### src/rtl/load_store_unit_if.sv
// Request/response and data-memory bus bundle for the load/store unit.
// slave = the unit's view; master = the pipeline/memory side that drives it.
interface load_store_unit_if #(
  parameter int ADDR_WIDTH = 32
);
  logic                  req_valid;
  logic                  req_ready;
  logic                  req_write;
  logic [1:0]            req_size;
  logic                  req_signed;
  logic [ADDR_WIDTH-1:0] req_addr;
  logic [31:0]           req_wdata;
  logic                  resp_valid;
  logic [31:0]           resp_rdata;
  logic                  resp_error;
  logic [31:0]           mem_address;
  logic                  mem_read_en;
  logic                  mem_write_en;
  logic [31:0]           mem_data_out;
  logic [31:0]           mem_data_in;

  modport slave (
    input  req_valid, req_write, req_size, req_signed, req_addr, req_wdata, mem_data_in,
    output req_ready, resp_valid, resp_rdata, resp_error,
    output mem_address, mem_read_en, mem_write_en, mem_data_out
  );

  modport master (
    output req_valid, req_write, req_size, req_signed, req_addr, req_wdata, mem_data_in,
    input  req_ready, resp_valid, resp_rdata, resp_error,
    input  mem_address, mem_read_en, mem_write_en, mem_data_out
  );
endinterface

### src/rtl/load_store_unit.sv
// Byte/half/word load-store unit over a word-indexed memory, with read-modify-write
// for sub-word stores. Define LSU_MISALIGN_TRAP_EN to trap misaligned accesses.
module load_store_unit #(
  parameter int ADDR_WIDTH   = 32,
  parameter int READ_LATENCY = 1
) (
  input  logic                   clk,
  input  logic                   reset_n,
  load_store_unit_if.slave       bus
);
  typedef enum logic [1:0] {IDLE, RD, WR, RESP} state_t;

  localparam logic [1:0] LAST_CNT = 2'(READ_LATENCY - 1);

  state_t                state_q, state_d;
  logic                  write_q, write_d;
  logic [1:0]            size_q, size_d;
  logic                  signed_q, signed_d;
  logic [ADDR_WIDTH-1:0] addr_q, addr_d;
  logic [31:0]           wdata_q, wdata_d;
  logic [31:0]           rdata_q, rdata_d;
  logic [1:0]            cnt_q, cnt_d;

  logic                  accept;
  logic                  req_is_word;
  logic [3:0]            lane_mask;
  logic [31:0]           merged;
  logic [7:0]            byte_sel;
  logic [15:0]           half_sel;
  logic [31:0]           load_ext;

`ifdef LSU_MISALIGN_TRAP_EN
  logic                  err_q, err_d;
  logic                  misaligned;

  assign misaligned = ((bus.req_size == 2'b01) && bus.req_addr[0]) ||
                      (bus.req_size[1] && (bus.req_addr[1:0] != 2'b00));
`endif

  assign accept      = bus.req_valid && (state_q == IDLE);
  assign req_is_word = bus.req_size[1];

  // Lane extraction for loads; misaligned low bits below the lane are ignored.
  assign byte_sel = bus.mem_data_in[{addr_q[1:0], 3'b000} +: 8];
  assign half_sel = bus.mem_data_in[{addr_q[1], 4'b0000} +: 16];

  always_comb begin
    load_ext = bus.mem_data_in;
    case (size_q)
      2'b00:   load_ext = {{24{signed_q & byte_sel[7]}}, byte_sel};
      2'b01:   load_ext = {{16{signed_q & half_sel[15]}}, half_sel};
      default: load_ext = bus.mem_data_in;
    endcase
  end

  always_comb begin
    lane_mask = 4'b1111;
    case (size_q)
      2'b00:   lane_mask = 4'b0001 << addr_q[1:0];
      2'b01:   lane_mask = addr_q[1] ? 4'b1100 : 4'b0011;
      default: lane_mask = 4'b1111;
    endcase
  end

  // Half stores feed wdata[15:8] into odd lanes; byte stores replicate wdata[7:0].
  generate
    for (genvar gi = 0; gi < 4; gi++) begin : g_lane
      assign merged[8*gi +: 8] = lane_mask[gi]
                               ? ((size_q == 2'b00) ? wdata_q[7:0] : wdata_q[8*(gi%2) +: 8])
                               : bus.mem_data_in[8*gi +: 8];
    end
  endgenerate

  always_comb begin
    state_d  = state_q;
    write_d  = write_q;
    size_d   = size_q;
    signed_d = signed_q;
    addr_d   = addr_q;
    wdata_d  = wdata_q;
    rdata_d  = rdata_q;
    cnt_d    = cnt_q;
`ifdef LSU_MISALIGN_TRAP_EN
    err_d    = err_q;
`endif
    case (state_q)
      IDLE: begin
        if (accept) begin
          write_d  = bus.req_write;
          size_d   = bus.req_size;
          signed_d = bus.req_signed;
          addr_d   = bus.req_addr;
          wdata_d  = bus.req_wdata;
          rdata_d  = '0;
          cnt_d    = '0;
          state_d  = (bus.req_write && req_is_word) ? WR : RD;
`ifdef LSU_MISALIGN_TRAP_EN
          err_d    = misaligned;
          if (misaligned) state_d = RESP;
`endif
        end
      end
      RD: begin
        if (cnt_q == LAST_CNT) begin
          if (write_q) begin
            wdata_d = merged;
            state_d = WR;
          end else begin
            rdata_d = load_ext;
            state_d = RESP;
          end
        end else begin
          cnt_d = cnt_q + 2'd1;
        end
      end
      WR:      state_d = RESP;
      RESP:    state_d = IDLE;
      default: state_d = IDLE;
    endcase
  end

  always_ff @(posedge clk or negedge reset_n) begin
    if (!reset_n) begin
      state_q  <= IDLE;
      write_q  <= 1'b0;
      size_q   <= 2'b00;
      signed_q <= 1'b0;
      addr_q   <= '0;
      wdata_q  <= '0;
      rdata_q  <= '0;
      cnt_q    <= '0;
    end else begin
      state_q  <= state_d;
      write_q  <= write_d;
      size_q   <= size_d;
      signed_q <= signed_d;
      addr_q   <= addr_d;
      wdata_q  <= wdata_d;
      rdata_q  <= rdata_d;
      cnt_q    <= cnt_d;
    end
  end

`ifdef LSU_MISALIGN_TRAP_EN
  always_ff @(posedge clk or negedge reset_n) begin
    if (!reset_n) err_q <= 1'b0;
    else          err_q <= err_d;
  end
  assign bus.resp_error = (state_q == RESP) && err_q;
`else
  assign bus.resp_error = 1'b0;
`endif

  assign bus.req_ready    = (state_q == IDLE);
  assign bus.mem_read_en  = (state_q == RD);
  assign bus.mem_write_en = (state_q == WR);
  assign bus.mem_data_out = (state_q == WR) ? wdata_q : 32'h0;
  assign bus.mem_address  = 32'(addr_q[ADDR_WIDTH-1:2]);
  assign bus.resp_valid   = (state_q == RESP);
  assign bus.resp_rdata   = rdata_q;
endmodule

### src/flat_wrapper.sv
// flat-port wrapper written by rule: the top's interface ports become plain ports
module load_store_unit_flat 
#(
  parameter int ADDR_WIDTH   = 32,
  parameter int READ_LATENCY = 1
)
  (clk, reset_n, bus_req_valid, bus_req_write, bus_req_size, bus_req_signed, bus_req_addr, bus_req_wdata, bus_mem_data_in, bus_req_ready, bus_resp_valid, bus_resp_rdata, bus_resp_error, bus_mem_address, bus_mem_read_en, bus_mem_write_en, bus_mem_data_out);
  load_store_unit_if #(.ADDR_WIDTH(ADDR_WIDTH)) bus_i ();
  input  logic clk;
  input  logic reset_n;
  input wire logic [$bits(bus_i.req_valid)-1:0] bus_req_valid;
  input wire logic [$bits(bus_i.req_write)-1:0] bus_req_write;
  input wire logic [$bits(bus_i.req_size)-1:0] bus_req_size;
  input wire logic [$bits(bus_i.req_signed)-1:0] bus_req_signed;
  input wire logic [$bits(bus_i.req_addr)-1:0] bus_req_addr;
  input wire logic [$bits(bus_i.req_wdata)-1:0] bus_req_wdata;
  input wire logic [$bits(bus_i.mem_data_in)-1:0] bus_mem_data_in;
  output wire logic [$bits(bus_i.req_ready)-1:0] bus_req_ready;
  output wire logic [$bits(bus_i.resp_valid)-1:0] bus_resp_valid;
  output wire logic [$bits(bus_i.resp_rdata)-1:0] bus_resp_rdata;
  output wire logic [$bits(bus_i.resp_error)-1:0] bus_resp_error;
  output wire logic [$bits(bus_i.mem_address)-1:0] bus_mem_address;
  output wire logic [$bits(bus_i.mem_read_en)-1:0] bus_mem_read_en;
  output wire logic [$bits(bus_i.mem_write_en)-1:0] bus_mem_write_en;
  output wire logic [$bits(bus_i.mem_data_out)-1:0] bus_mem_data_out;
  assign bus_i.req_valid = bus_req_valid;
  assign bus_i.req_write = bus_req_write;
  assign bus_i.req_size = bus_req_size;
  assign bus_i.req_signed = bus_req_signed;
  assign bus_i.req_addr = bus_req_addr;
  assign bus_i.req_wdata = bus_req_wdata;
  assign bus_i.mem_data_in = bus_mem_data_in;
  assign bus_req_ready = bus_i.req_ready;
  assign bus_resp_valid = bus_i.resp_valid;
  assign bus_resp_rdata = bus_i.resp_rdata;
  assign bus_resp_error = bus_i.resp_error;
  assign bus_mem_address = bus_i.mem_address;
  assign bus_mem_read_en = bus_i.mem_read_en;
  assign bus_mem_write_en = bus_i.mem_write_en;
  assign bus_mem_data_out = bus_i.mem_data_out;
  load_store_unit #(.ADDR_WIDTH(ADDR_WIDTH), .READ_LATENCY(READ_LATENCY)) u_core (.clk(clk), .reset_n(reset_n), .bus(bus_i));
endmodule
### config.mk
export PLATFORM = sky130hd
export DESIGN_NAME = load_store_unit_flat
export DESIGN_NICKNAME = d
export VERILOG_FILES = /design/src/rtl/load_store_unit_if.sv /design/src/rtl/load_store_unit.sv /design/src/flat_wrapper.sv
export SDC_FILE = /design/constraint.sdc
export NUM_CORES = 1
export LEC_CHECK = 0
export BUFFER_PORTS_ARGS = -buffer_cell sky130_fd_sc_hd__buf_4
export CORE_MARGIN = 5
export CORE_UTILIZATION = 50
export CTS_CLUSTER_DIAMETER = 200
export CTS_CLUSTER_SIZE = 40
export DETAILED_ROUTE_END_ITERATION = 10
export GPL_TIMING_DRIVEN = 0
export PLACE_DENSITY = 0.86
export SLEW_MARGIN = 20
export SYNTH_ARGS = -nofsm -noshare
export SYNTH_HDL_FRONTEND = slang
export SYNTH_SLANG_ARGS = --single-unit
### constraint.sdc
create_clock -name clk -period 5.58 [get_ports clk]
set_input_delay 1.395 -clock clk [delete_from_list [all_inputs] [get_ports clk]]
set_output_delay 1.395 -clock clk [all_outputs]
set_load 0.01 [all_outputs]
==> results of run 1 <==
==> stage by stage <==
stage	cell area, sq um	hold slack (ns)	instances
after floorplan	5740	0.456	527
after global placement	7420	0.474	870
after detailed placement	7420	0.481	870
after CTS	7710	0.497	886
after global routing	7710	0.529	886
final	7710	0.493	886
==> layer usage <==
metal / vias up / part of all wire [%] / track usage, %
li1: 2298 / - / -
met1: 2462 / 38 / 32.1
met2: 298 / 47 / 41.9
met3: 52 / 11 / 7.35
met4: 0 / 3.5 / 10.8
met5: - / 0 / 0
==> path summary, 6_finish.rpt <==
path | startpoint | to | slack [ns] | cells past startpoint
worst min register to register | u_core.wdata_q[20]$_DFFE_PN0P_ | u_core.wdata_q[20]$_DFFE_PN0P_ | 0.49 | 2
worst max-delay path | u_core.state_q[0]$_DFFE_PN0P_ | bus_mem_data_out[7] | 2.26 | 5
min in group asynchronous | reset_n | u_core.wdata_q[19]$_DFFE_PN0P_ | 1.15 | 1
worst min-delay path | u_core.wdata_q[20]$_DFFE_PN0P_ | u_core.wdata_q[20]$_DFFE_PN0P_ | 0.49 | 2
worst max register to register | u_core.state_q[0]$_DFFE_PN0P_ | u_core.wdata_q[26]$_DFFE_PN0P_ | 2.98 | 7
max in group asynchronous | reset_n | u_core.addr_q[10]$_DFFE_PN0P_ | 3.78 | 1
==> state kept, by name, indices dropped and copies added (netlist names) <==
register and cells:
u_core.addr_q 32, u_core.write_q 1, u_core.state_q 2, u_core.wdata_q 32
u_core.size_q 2, u_core.signed_q 1, u_core.cnt_q 2, u_core.bus.resp_rdata 32
==> worst reg2reg max path, stage by stage, from the launching register on <==
cell and delay [ns]:
dfrtp_1 0.41, inv_1 0.13, ha_1 0.31, mux2i_2 0.57, a21oi_2 0.21, nand2_1 0.29
clkbuf_1 0.38, o21ai_0 0.17
==> power groups by stage <==
stage               clock network (uW)  registers, uW  logic, uW
global placement                     0           1310       2480
CTS                                628           1320       2600
detailed placement                   0           1330       2580
floorplan                            0           1290       1660
finish                             624           1320       2590
global route                       666           1360       2810
==> cells by family after synthesis <==
kind of cell | count (synthesis) | share of synthesized area [%]
DFF | 104 | 45.4
AOI/OAI and AO/OA | 137 | 16.9
other | 1 | 0.0654
muxes | 88 | 17.0
buffers and inverters | 86 | 8.12
adders and majority gates | 6 | 1.31
and+or+nand+nor | 103 | 11.2
==> placed cells by master (no fill, tap or decap), types with 2 or more instances in the layout <==
master     Yosys  routed
o22ai_1       10      10
a22o_1         8       8
clkinv_4       0       2
a221oi_1       7       7
nor2_2         2       2
inv_1         16      16
nand3b_1       8       8
nor3b_1       16      16
clkbuf_16      0       9
and2_1        32      32
buf_4         34     233
nand2b_1       4       4
nand2_1       21      21
a221o_2       10      10
o21ai_0       27      27
nand3_1        2       2
buf_2          6       6
clkbuf_1      25      25
ha_1           6       6
a221o_1        7       7
a21oi_1       32      32
inv_6          0       3
buf_6          1       2
a21oi_2        4       4
dfrtp_1      104     104
buf_1          4       4
a2111oi_0      7       7
conb_1         1       3
o211ai_1       8       8
mux2_2        61      61
mux2i_1       25      25
a21o_1        11      11
nor2b_1       11      11
==> final cells by class <==
class	instances	area (sq um)
fillers	851	3610
multi-input cells	337	2670
flip-flops and latches	104	2600
repair buffers	200	1510
plain buffers	70	405
clock buffers	9	225
well taps	143	179
clock inverters	7	62.6
inverters	16	60.1
==> reports/qor.txt, run 1 <==
Pre-CTS WS -> 2.39 ns
Post-CTS Setup Repair Bufs -> 0
Critical Path Slowest Stage Cell -> dfrtp_1
Post-synthesis cell count -> 525
Switching Fraction -> 40.6%
Clock Sinks -> 104
Max-slew violations -> 0
Top Ports -> 204
Worst path top cell family by delay -> buffers and inverters
Buf+Inv Stages, Crit Path -> 3
Vias in the first global route -> 5,244
Routed WL -> 17,800 microns
Tot GR Track Use -> 25.7%
Dpl hpwl -> 13,800 microns
CTS root buf -> clkbuf_16
Post-route ant nets -> 0
Post-layout min period -> 3.32 ns
Hold Fails Final Rpt -> 0
Power Dens Cells -> 589 mW/mm^2
Core Footprint -> 0.0113 sq mm
Gp weighted congestion -> 0.881
Synth Flop Type -> dfrtp_1
Synth area leaders -> dfrtp_1 (45%), mux2_2 (12%), buf_4 (4.5%), mux2i_1 (4.4%), and2_1 (3.5%)
Worst-Margin Slew -> 0.942 ns
Initial Util -> 50.6%
Clock transition at path regs -> 0.07 ns
Crit path setup slack, layout -> 2.26 ns
Cts hold-fix bufs -> 0
Worst clock skew -> 0.00967 ns
Initial DRC count -> 488
Unique cell type count in the Yosys netlist -> 45
Global route total overflow -> 0
RSZ-0062 raised after global routing -> false
Slowest Stage Delay on Critical Path -> 0.41 ns
Antenna diodes -> 0
Int Pwr -> 2700 uW
WL per Instance -> 20.1 microns
Post-layout util -> 68.1%
Die extent in x -> 117 microns
P_sw -> 1840 uW
# DRC -> 0
Setup crit end kind -> output pin
Synth Register Bits -> 104
Synth async-reset ratio -> 100%
Pwr Total -> 4540 uW
Maxcap violations -> 0
Worst-path maximum fanout -> 10
Status -> completed
Vias per cell -> 5.77
Largest net degree at the start of global routing -> 105
Die H -> 117 microns
Num rows -> 39
Fmax -> 301 MHz
Post-synth top area share -> 45.4%
Min-delay worst type -> flip-flop to flip-flop
Mean Syn Cell Area -> 10.9 sq um
Worst rel slew slack -> 37.2%
Critical Path AT -> 1.93 ns
Setup TNS -> 0 ns
Most common cell in the netlist -> dfrtp_1
Worst path required time -> 4.18 ns
Port Buffer Count -> 200
Final setup fails -> 0
DR pass1 iterations -> 5
Vias -> 5,110
Leak -> 0.00371 uW
Area added between synthesis and finish -> 34.5%
Area of the die -> 0.0137 sq mm
Synth Warn # -> 0
Max Root-Sink Buffers -> 2
Antenna violations before repair -> 0
Post-CTS resize count -> 0
Worst path cell trace -> inv_1, ha_1, clkbuf_1, and2_1, buf_4
Fraction of layout cells with a size suffix above 1 -> 45.9%
Peak supply drop -> 291 uV
# nets final -> 847
Sequential cell area fraction in the yosys report -> 45.4%
Clock power frac -> 13.7%
Setup Crit Path Kind -> flip-flop to output pin
Leading area contributor after synthesis -> dfrtp_1
Reg power frac -> 29.1%
First-pass GRT wire length -> 27,000 microns
Num CTS Buffers -> 9
Clk_lat worst skew -> 0.35 ns
Gate power share -> 57.1%
Mapped cell area -> 0.00573 sq mm
CTS tree -> built
Worst Setup Start Kind -> flip-flop
Htree depth -> 3
Synth cell count leaders -> dfrtp_1 (104), mux2_2 (61), buf_4 (34), a21oi_1 (32), and2_1 (32)
Post-synth EDFFs -> 0
Final worst path period share -> 59.6%
Power figures use the tool's default switching activity.
==> run 2: changes to the inputs <==
ABC_AREA = 1   (was not set)
clock period = 3.2 ns   (was 5.58 ns; I/O delays follow)
==> reports/qor.txt, run 2 <==
Largest net degree at the start of global routing -> 105 (unchanged)
Placed Area -> 0.00760 sq mm (+2.4%)
Pre-CTS WS -> 0.667 ns (-1.72 ns)
Post-synth EDFFs -> 0 (unchanged)
Sequential cell area fraction in the yosys report -> 44.0% (-1.4 points)
Area of the multi-input gates -> 0.00255 sq mm (-4.5%)
Initial Util -> 51.3% (+0.67 points)
Worst rel slew slack -> 38.0% (+0.78 points)
Post-synthesis cell count -> 744 (+42%)
Worst-path maximum fanout -> 10 (unchanged)
Final-layout fill cell count -> 991 (+16%)
Design Area, Final -> 0.00792 sq mm (+2.7%)
Switching Fraction -> 42.5% (+1.9 points)
Post-layout min period -> 2.90 ns
Antenna diodes -> 0 (unchanged)
Hold Fails Final Rpt -> 0 (unchanged)
Worst Setup Start Kind -> flip-flop
Setup TNS -> 0 ns (unchanged)
Reg power frac -> 28.0% (-1.1 points)
Min-Delay Endpoint -> u_core.bus.resp_rdata[31]$_DFFE_PN0P_
Hold Path Depth -> 2 (unchanged)
Status -> completed
First-pass GRT wire length -> 28,300 microns (+4.9%)
Area added between synthesis and finish -> 34.1%
Die extent in x -> 119 microns (+1.4%)
Top Ports -> 204 (unchanged)
Fraction of layout cells with a size suffix above 1 -> 34.8% (-11 points)
Vias in the first global route -> 5,801 (+11%)
Synth area leaders -> dfrtp_1 (44%), nand2_1 (14%), mux2_2 (6.1%), a21oi_1 (5.9%), inv_1 (4.8%)
Synth Flop Type -> dfrtp_1
Cts hold-fix bufs -> 0 (unchanged)
Slack of the worst reg-to-reg path -> 1.24 ns (-1.74 ns)
Min-delay worst type -> flip-flop to flip-flop
Gp weighted congestion -> 0.942 (+6.9%)
Vias per cell -> 5.17 (-10%)
Critical Path AT -> 2.10 ns (+0.17 ns)
Post-synth top area share -> 44.0% (-1.4 points)
Max-slew violations -> 0 (unchanged)
Post-CTS resize count -> 0 (unchanged)
Vias -> 5,713 (+12%)
Worst clock skew -> 0.0113 ns (+0.00165 ns)
Clk_lat worst skew -> 0.35 ns (about the same)
WL per Instance -> 16.1 microns (-20%)
Num CTS Buffers -> 9 (unchanged)
CTS tree -> built
Num rows -> 39 (unchanged)
Port Buffer Count -> 200 (unchanged)
Leading area contributor after synthesis -> dfrtp_1
Most frequent cells in the layout -> buf_4 (235), nand2_1 (222), dfrtp_1 (104)
Core Footprint -> 0.0115 sq mm (+1.7%)
DR pass1 iterations -> 5 (unchanged)
Setup Crit Path Kind -> flip-flop to output pin
Synth async-reset ratio -> 100% (unchanged)
Register area -> 0.00260 sq mm (unchanged)
Global route total overflow -> 0 (unchanged)
Htree depth -> 3 (unchanged)
Tot GR Track Use -> 24.9% (-0.74 points)
Most common cell in the netlist -> nand2_1
# DRC -> 0 (unchanged)
RSZ-0062 raised after global routing -> false
Final setup fails -> 0 (unchanged)
Routed WL -> 17,800 microns (-0.16%)
Initial DRC count -> 467 (-4.3%)
Final worst path period share -> 90.7%
Crit path setup slack, layout -> 0.299 ns (-1.96 ns)
Hold Crit Start -> u_core.bus.resp_rdata[31]$_DFFE_PN0P_
Worst-Margin Slew -> 0.930 ns (-0.0117 ns)
Clock transition at path regs -> 0.06 ns (about the same)
CTS root buf -> clkbuf_16
Clock power frac -> 14.7% (+1.0 points)
Worst path required time -> 2.40 ns (-1.78 ns)
Synth Register Bits -> 104 (unchanged)
Peak supply drop -> 620 uV (+110%)
P_sw -> 3440 uW (+86%)
Mean Syn Cell Area -> 7.94 sq um (-27%)
Dpl hpwl -> 14,100 microns (+2.0%)
Fmax -> 345 MHz
Gate power share -> 57.3% (+0.2 points)
Post-CTS Setup Repair Bufs -> 0 (unchanged)
Worst R2R End -> u_core.bus.resp_rdata[5]$_DFFE_PN0P_
Synth cell count leaders -> nand2_1 (222), dfrtp_1 (104), inv_1 (76), a21oi_1 (70), nor2_1 (46)
RR Startpoint -> u_core.state_q[1]$_DFFE_PN0P_
Leak -> 0.00434 uW (+17%)
Int Pwr -> 4650 uW (+73%)
Maxcap violations -> 0 (unchanged)
Power Dens Cells -> 1020 mW/mm^2 (+73%)
Die H -> 119 microns (+1.4%)
Max Root-Sink Buffers -> 2 (unchanged)
Antenna violations before repair -> 0 (unchanged)
Setup crit end kind -> output pin
Most common cell after layout, fill and taps aside -> buf_4
Synth Warn # -> 0 (unchanged)
Mapped cell area -> 0.00591 sq mm (+3.1%)
Reg2reg path depth -> 11 (+4)
Post-route ant nets -> 0 (unchanged)
Unique cell type count in the Yosys netlist -> 32 (-29%)
Clock Sinks -> 104 (unchanged)
Area of the die -> 0.0141 sq mm (+2.8%)
# nets final -> 1,066 (+26%)
## run 2: cell count changes after synthesis, sizes merged, moves of 29 or more
cell / before / now
a21oi: 37 / 71
and2: 32 / 0
inv: 16 / 86
mux2: 61 / 32
nand2: 21 / 229
nand3: 2 / 41
nor2: 3 / 49
## run 2: final cells by class
class	instances	area share, %
tap	143	2.26
buffer	66	5.51
timing repair buffer	200	19.0
multi-input combinational	490	32.2
inverter	86	4.11
clock buffer	11	3.06
sequential	104	32.8
clock inverter	5	1.01
## run 2: worst max path at each step
stage / start / to / slack (ns)
floorplan: u_core.state_q[0]$_DFFE_PN0P_ / bus_mem_data_out[10] / 1.06
finish: u_core.state_q[0]$_DFFE_PN0P_ / bus_mem_data_out[11] / 0.30
detailed placement: u_core.state_q[0]$_DFFE_PN0P_ / bus_mem_data_out[11] / 0.67
CTS: u_core.state_q[0]$_DFFE_PN0P_ / bus_mem_data_out[11] / 0.28
global placement: u_core.state_q[0]$_DFFE_PN0P_ / bus_mem_data_out[11] / 0.69
global route: u_core.state_q[0]$_DFFE_PN0P_ / bus_mem_data_out[12] / 0.12
## run 2: cells by family (layout without fill, tap and decap cells)
family,after synthesis,in the layout,share of synthesized area (%)
other,1,3,0.0635
buffers and inverters,152,368,12.9
and+or+nand+nor,321,321,22.4
AOI/OAI and AO/OA,121,121,12.0
adders and majority gates,6,6,1.27
DFF,104,104,44.0
muxes,39,39,7.29
## run 2: per-layer routing
metal | GRT usage [%] | wire, microns | vias up | share of wire, %
met5 | 0 | 0 | - | 0
met4 | 8.25 | 380 | 0 | 2.1
met3 | 8.07 | 2080 | 35 | 12
met2 | 42.1 | 8410 | 291 | 47
met1 | 30.2 | 6920 | 2620 | 39
li1 | - | - | 2767 | -
## run 2: metrics by stage
stage | hold WS, ns | util (%) | total power [uW] | instances
after floorplan | 0.481 | - | 5250 | 746
after global placement | 0.467 | 66.0 | 6770 | 1089
after detailed placement | 0.468 | 66.0 | 6900 | 1089
after CTS | 0.484 | 68.8 | 8100 | 1105
after global routing | 0.508 | 68.8 | 8710 | 1105
final | 0.485 | 68.8 | 8090 | 1105
## run 2: critical path: stages, from the launching register on
cell	delay (ns)
dfrtp_1	0.40
inv_1	0.13
ha_1	0.18
clkbuf_1	0.26
clkbuf_1	0.43
nand2_1	0.15
inv_1	0.09
buf_4	0.12
## run 2: power groups by stage
stage / Sequential [uW] / Combinational [uW] / Clock (uW)
floorplan: 2230 / 3020 / 0
global placement: 2260 / 4510 / 0
detailed placement: 2280 / 4620 / 0
CTS: 2260 / 4630 / 1210
global route: 2330 / 5110 / 1270
finish: 2260 / 4630 / 1190
==> run 3: changes to the inputs <==
clock period = 3 ns   (was 3.2 ns; I/O delays follow)
==> reports/qor.txt, run 3 (same netlist as run 2, synthesis figures left out) <==
Status -> completed
CTS tree -> built
Die H -> 119 microns (unchanged)
Vias -> 5,720 (+0.12%)
Tot GR Track Use -> 24.9% (unchanged)
Gp weighted congestion -> 0.942 (unchanged)
Final-layout fill cell count -> 990 (-0.10%)
Buf+Inv Stages, Crit Path -> 5 (unchanged)
Area of the die -> 0.0141 sq mm (unchanged)
Area of the multi-input gates -> 0.00255 sq mm (unchanged)
Placed Area -> 0.00760 sq mm (unchanged)
# DRC -> 0 (unchanged)
Worst clock skew -> 0.0110 ns (-0.000325 ns)
Min-delay worst type -> flip-flop to flip-flop
Clock Sinks -> 104 (unchanged)
Die extent in x -> 119 microns (unchanged)
Setup TNS -> 0 ns (unchanged)
Setup crit end kind -> output pin
Htree depth -> 3 (unchanged)
Dpl hpwl -> 14,100 microns (unchanged)
Post-layout min period -> 2.79 ns
Worst path cell trace -> inv_1, ha_1, clkbuf_1, clkbuf_1, nand2_1, inv_1, buf_4
Num rows -> 39 (unchanged)
Area added between synthesis and finish -> 34.1% (about the same)
Antenna violations before repair -> 0 (unchanged)
Vias in the first global route -> 5,801 (unchanged)
Worst path required time -> 2.25 ns (-0.15 ns)
Final setup fails -> 0 (unchanged)
Power Dens Cells -> 1090 mW/mm^2 (+6.7%)
Clock transition at path regs -> 0.07 ns (about the same)
Crit path setup slack, layout -> 0.209 ns (-0.0896 ns)
Max-slew violations -> 0 (unchanged)
RSZ-0062 raised after global routing -> false
Top Ports -> 204 (unchanged)
Maxcap violations -> 0 (unchanged)
Port Buffer Count -> 200 (unchanged)
Post-CTS Setup Repair Bufs -> 0 (unchanged)
Worst-Margin Slew -> 0.935 ns (+0.00530 ns)
Post-route ant nets -> 0 (unchanged)
Most frequent cells in the layout -> buf_4 (235), nand2_1 (222), dfrtp_1 (104)
WL per Instance -> 16.1 microns (+0.11%)
Largest net degree at the start of global routing -> 105 (unchanged)
Num CTS Buffers -> 9 (unchanged)
Final worst path period share -> 93.0%
Pre-CTS WS -> 0.517 ns (-0.150 ns)
Max Root-Sink Buffers -> 2 (unchanged)
Leak -> 0.00435 uW (about the same)
Worst-path maximum fanout -> 10 (unchanged)
Vias per cell -> 5.18 (+0.12%)
Worst path top cell family by delay -> buffers and inverters
Initial Util -> 51.3% (unchanged)
Core Footprint -> 0.0115 sq mm (unchanged)
Routed WL -> 17,800 microns (+0.11%)
DR pass1 iterations -> 7 (+2)
CTS root buf -> clkbuf_16
Worst rel slew slack -> 37.6% (-0.35 points)
Critical Path AT -> 2.04 ns (-0.06 ns)
Register area -> 0.00260 sq mm (unchanged)
Global route total overflow -> 0 (unchanged)
Fraction of layout cells with a size suffix above 1 -> 34.9% (+0.10 points)
Fmax -> 358 MHz
Hold Fails Final Rpt -> 0 (unchanged)
Design Area, Final -> 0.00792 sq mm (about the same)
# nets final -> 1,066 (unchanged)
Cts hold-fix bufs -> 0 (unchanged)
Critical Path Slowest Stage Cell -> clkbuf_1
Most common cell after layout, fill and taps aside -> buf_4
Initial DRC count -> 503 (+7.7%)
Clk_lat worst skew -> 0.35 ns (about the same)
Setup Crit Path Kind -> flip-flop to output pin
Post-layout util -> 68.8% (about the same)
Antenna diodes -> 0 (unchanged)
Slowest Stage Delay on Critical Path -> 0.42 ns (about the same)
First-pass GRT wire length -> 28,300 microns (unchanged)
Worst Setup Start Kind -> flip-flop
Peak supply drop -> 663 uV (+6.8%)
Post-CTS resize count -> 0 (unchanged)
## run 3: cell count changes in the layout (fill, tap and decap cells not counted)
cell and change:
clkbuf_2 +1, clkbuf_1 -1
## run 3: cell type report
cell class / count / share of cell area (%)
Inverter: 86 / 4.11
Tap cell: 143 / 2.26
Clock inverter: 5 / 1.01
Sequential cell: 104 / 32.8
Clock buffer: 11 / 3.06
Timing Repair Buffer: 200 / 19.0
Buffer: 66 / 5.53
Multi-Input combinational cell: 490 / 32.2
## run 3: path summary, 6_finish.rpt
kind	from	endpoint	slack, ns	cells after the start
max	u_core.state_q[0]$_DFFE_PN0P_	bus_mem_data_out[25]	0.21	7
min	u_core.bus.resp_rdata[27]$_DFFE_PN0P_	u_core.bus.resp_rdata[27]$_DFFE_PN0P_	0.49	2
max reg2reg	u_core.state_q[1]$_DFFE_PN0P_	u_core.bus.resp_rdata[5]$_DFFE_PN0P_	1.04	11
min reg2reg	u_core.bus.resp_rdata[27]$_DFFE_PN0P_	u_core.bus.resp_rdata[27]$_DFFE_PN0P_	0.49	2
max in group asynchronous	reset_n	u_core.addr_q[31]$_DFFE_PN0P_	1.86	1
min in group asynchronous	reset_n	u_core.bus.resp_rdata[30]$_DFFE_PN0P_	0.52	1
## run 3: report_power, final
| part | internal (uW) | total (uW) | switching (uW) |
|---|---|---|---|
| registers | 2020 | 2420 | 391 |
| clock network | 753 | 1270 | 515 |
| logic | 2190 | 4950 | 2760 |
| total | 4960 | 8630 | 3670 |
## run 3: worst reg2reg max path, cell delays in order (launching register included)
cell and delay [ns]:
dfrtp_1 0.40, inv_1 0.12, ha_1 0.27, buf_6 0.19
nand2_2 0.08, nand2_1 0.08, inv_1 0.07, nand2_2 0.15
buf_2 0.27, nor2_1 0.07, nand3_1 0.11, nand2_1 0.06
## run 3: routing by layer
metal  vias to the layer above  wire length (microns)  global-route usage, %  share of wire [%]
met3                        36                   1970                   8.07                 11
met1                      2630                   7040                   30.2                 40
met2                       290                   8390                   42.1                 47
met5                         -                      0                      0                  0
met4                         0                    420                   8.25                2.4
li1                       2764                      -                      -                  -
## run 3: stage by stage
step           total power [uW]  std cells  hold WS (ns)
4_1_cts                    8640       1105         0.484
3_3_place_gp               7220       1089         0.467
3_5_place_dp               7360       1089         0.468
6_report                   8630       1105         0.487
2_1_floorplan              5600        746         0.454
5_1_grt                    9300       1105         0.508
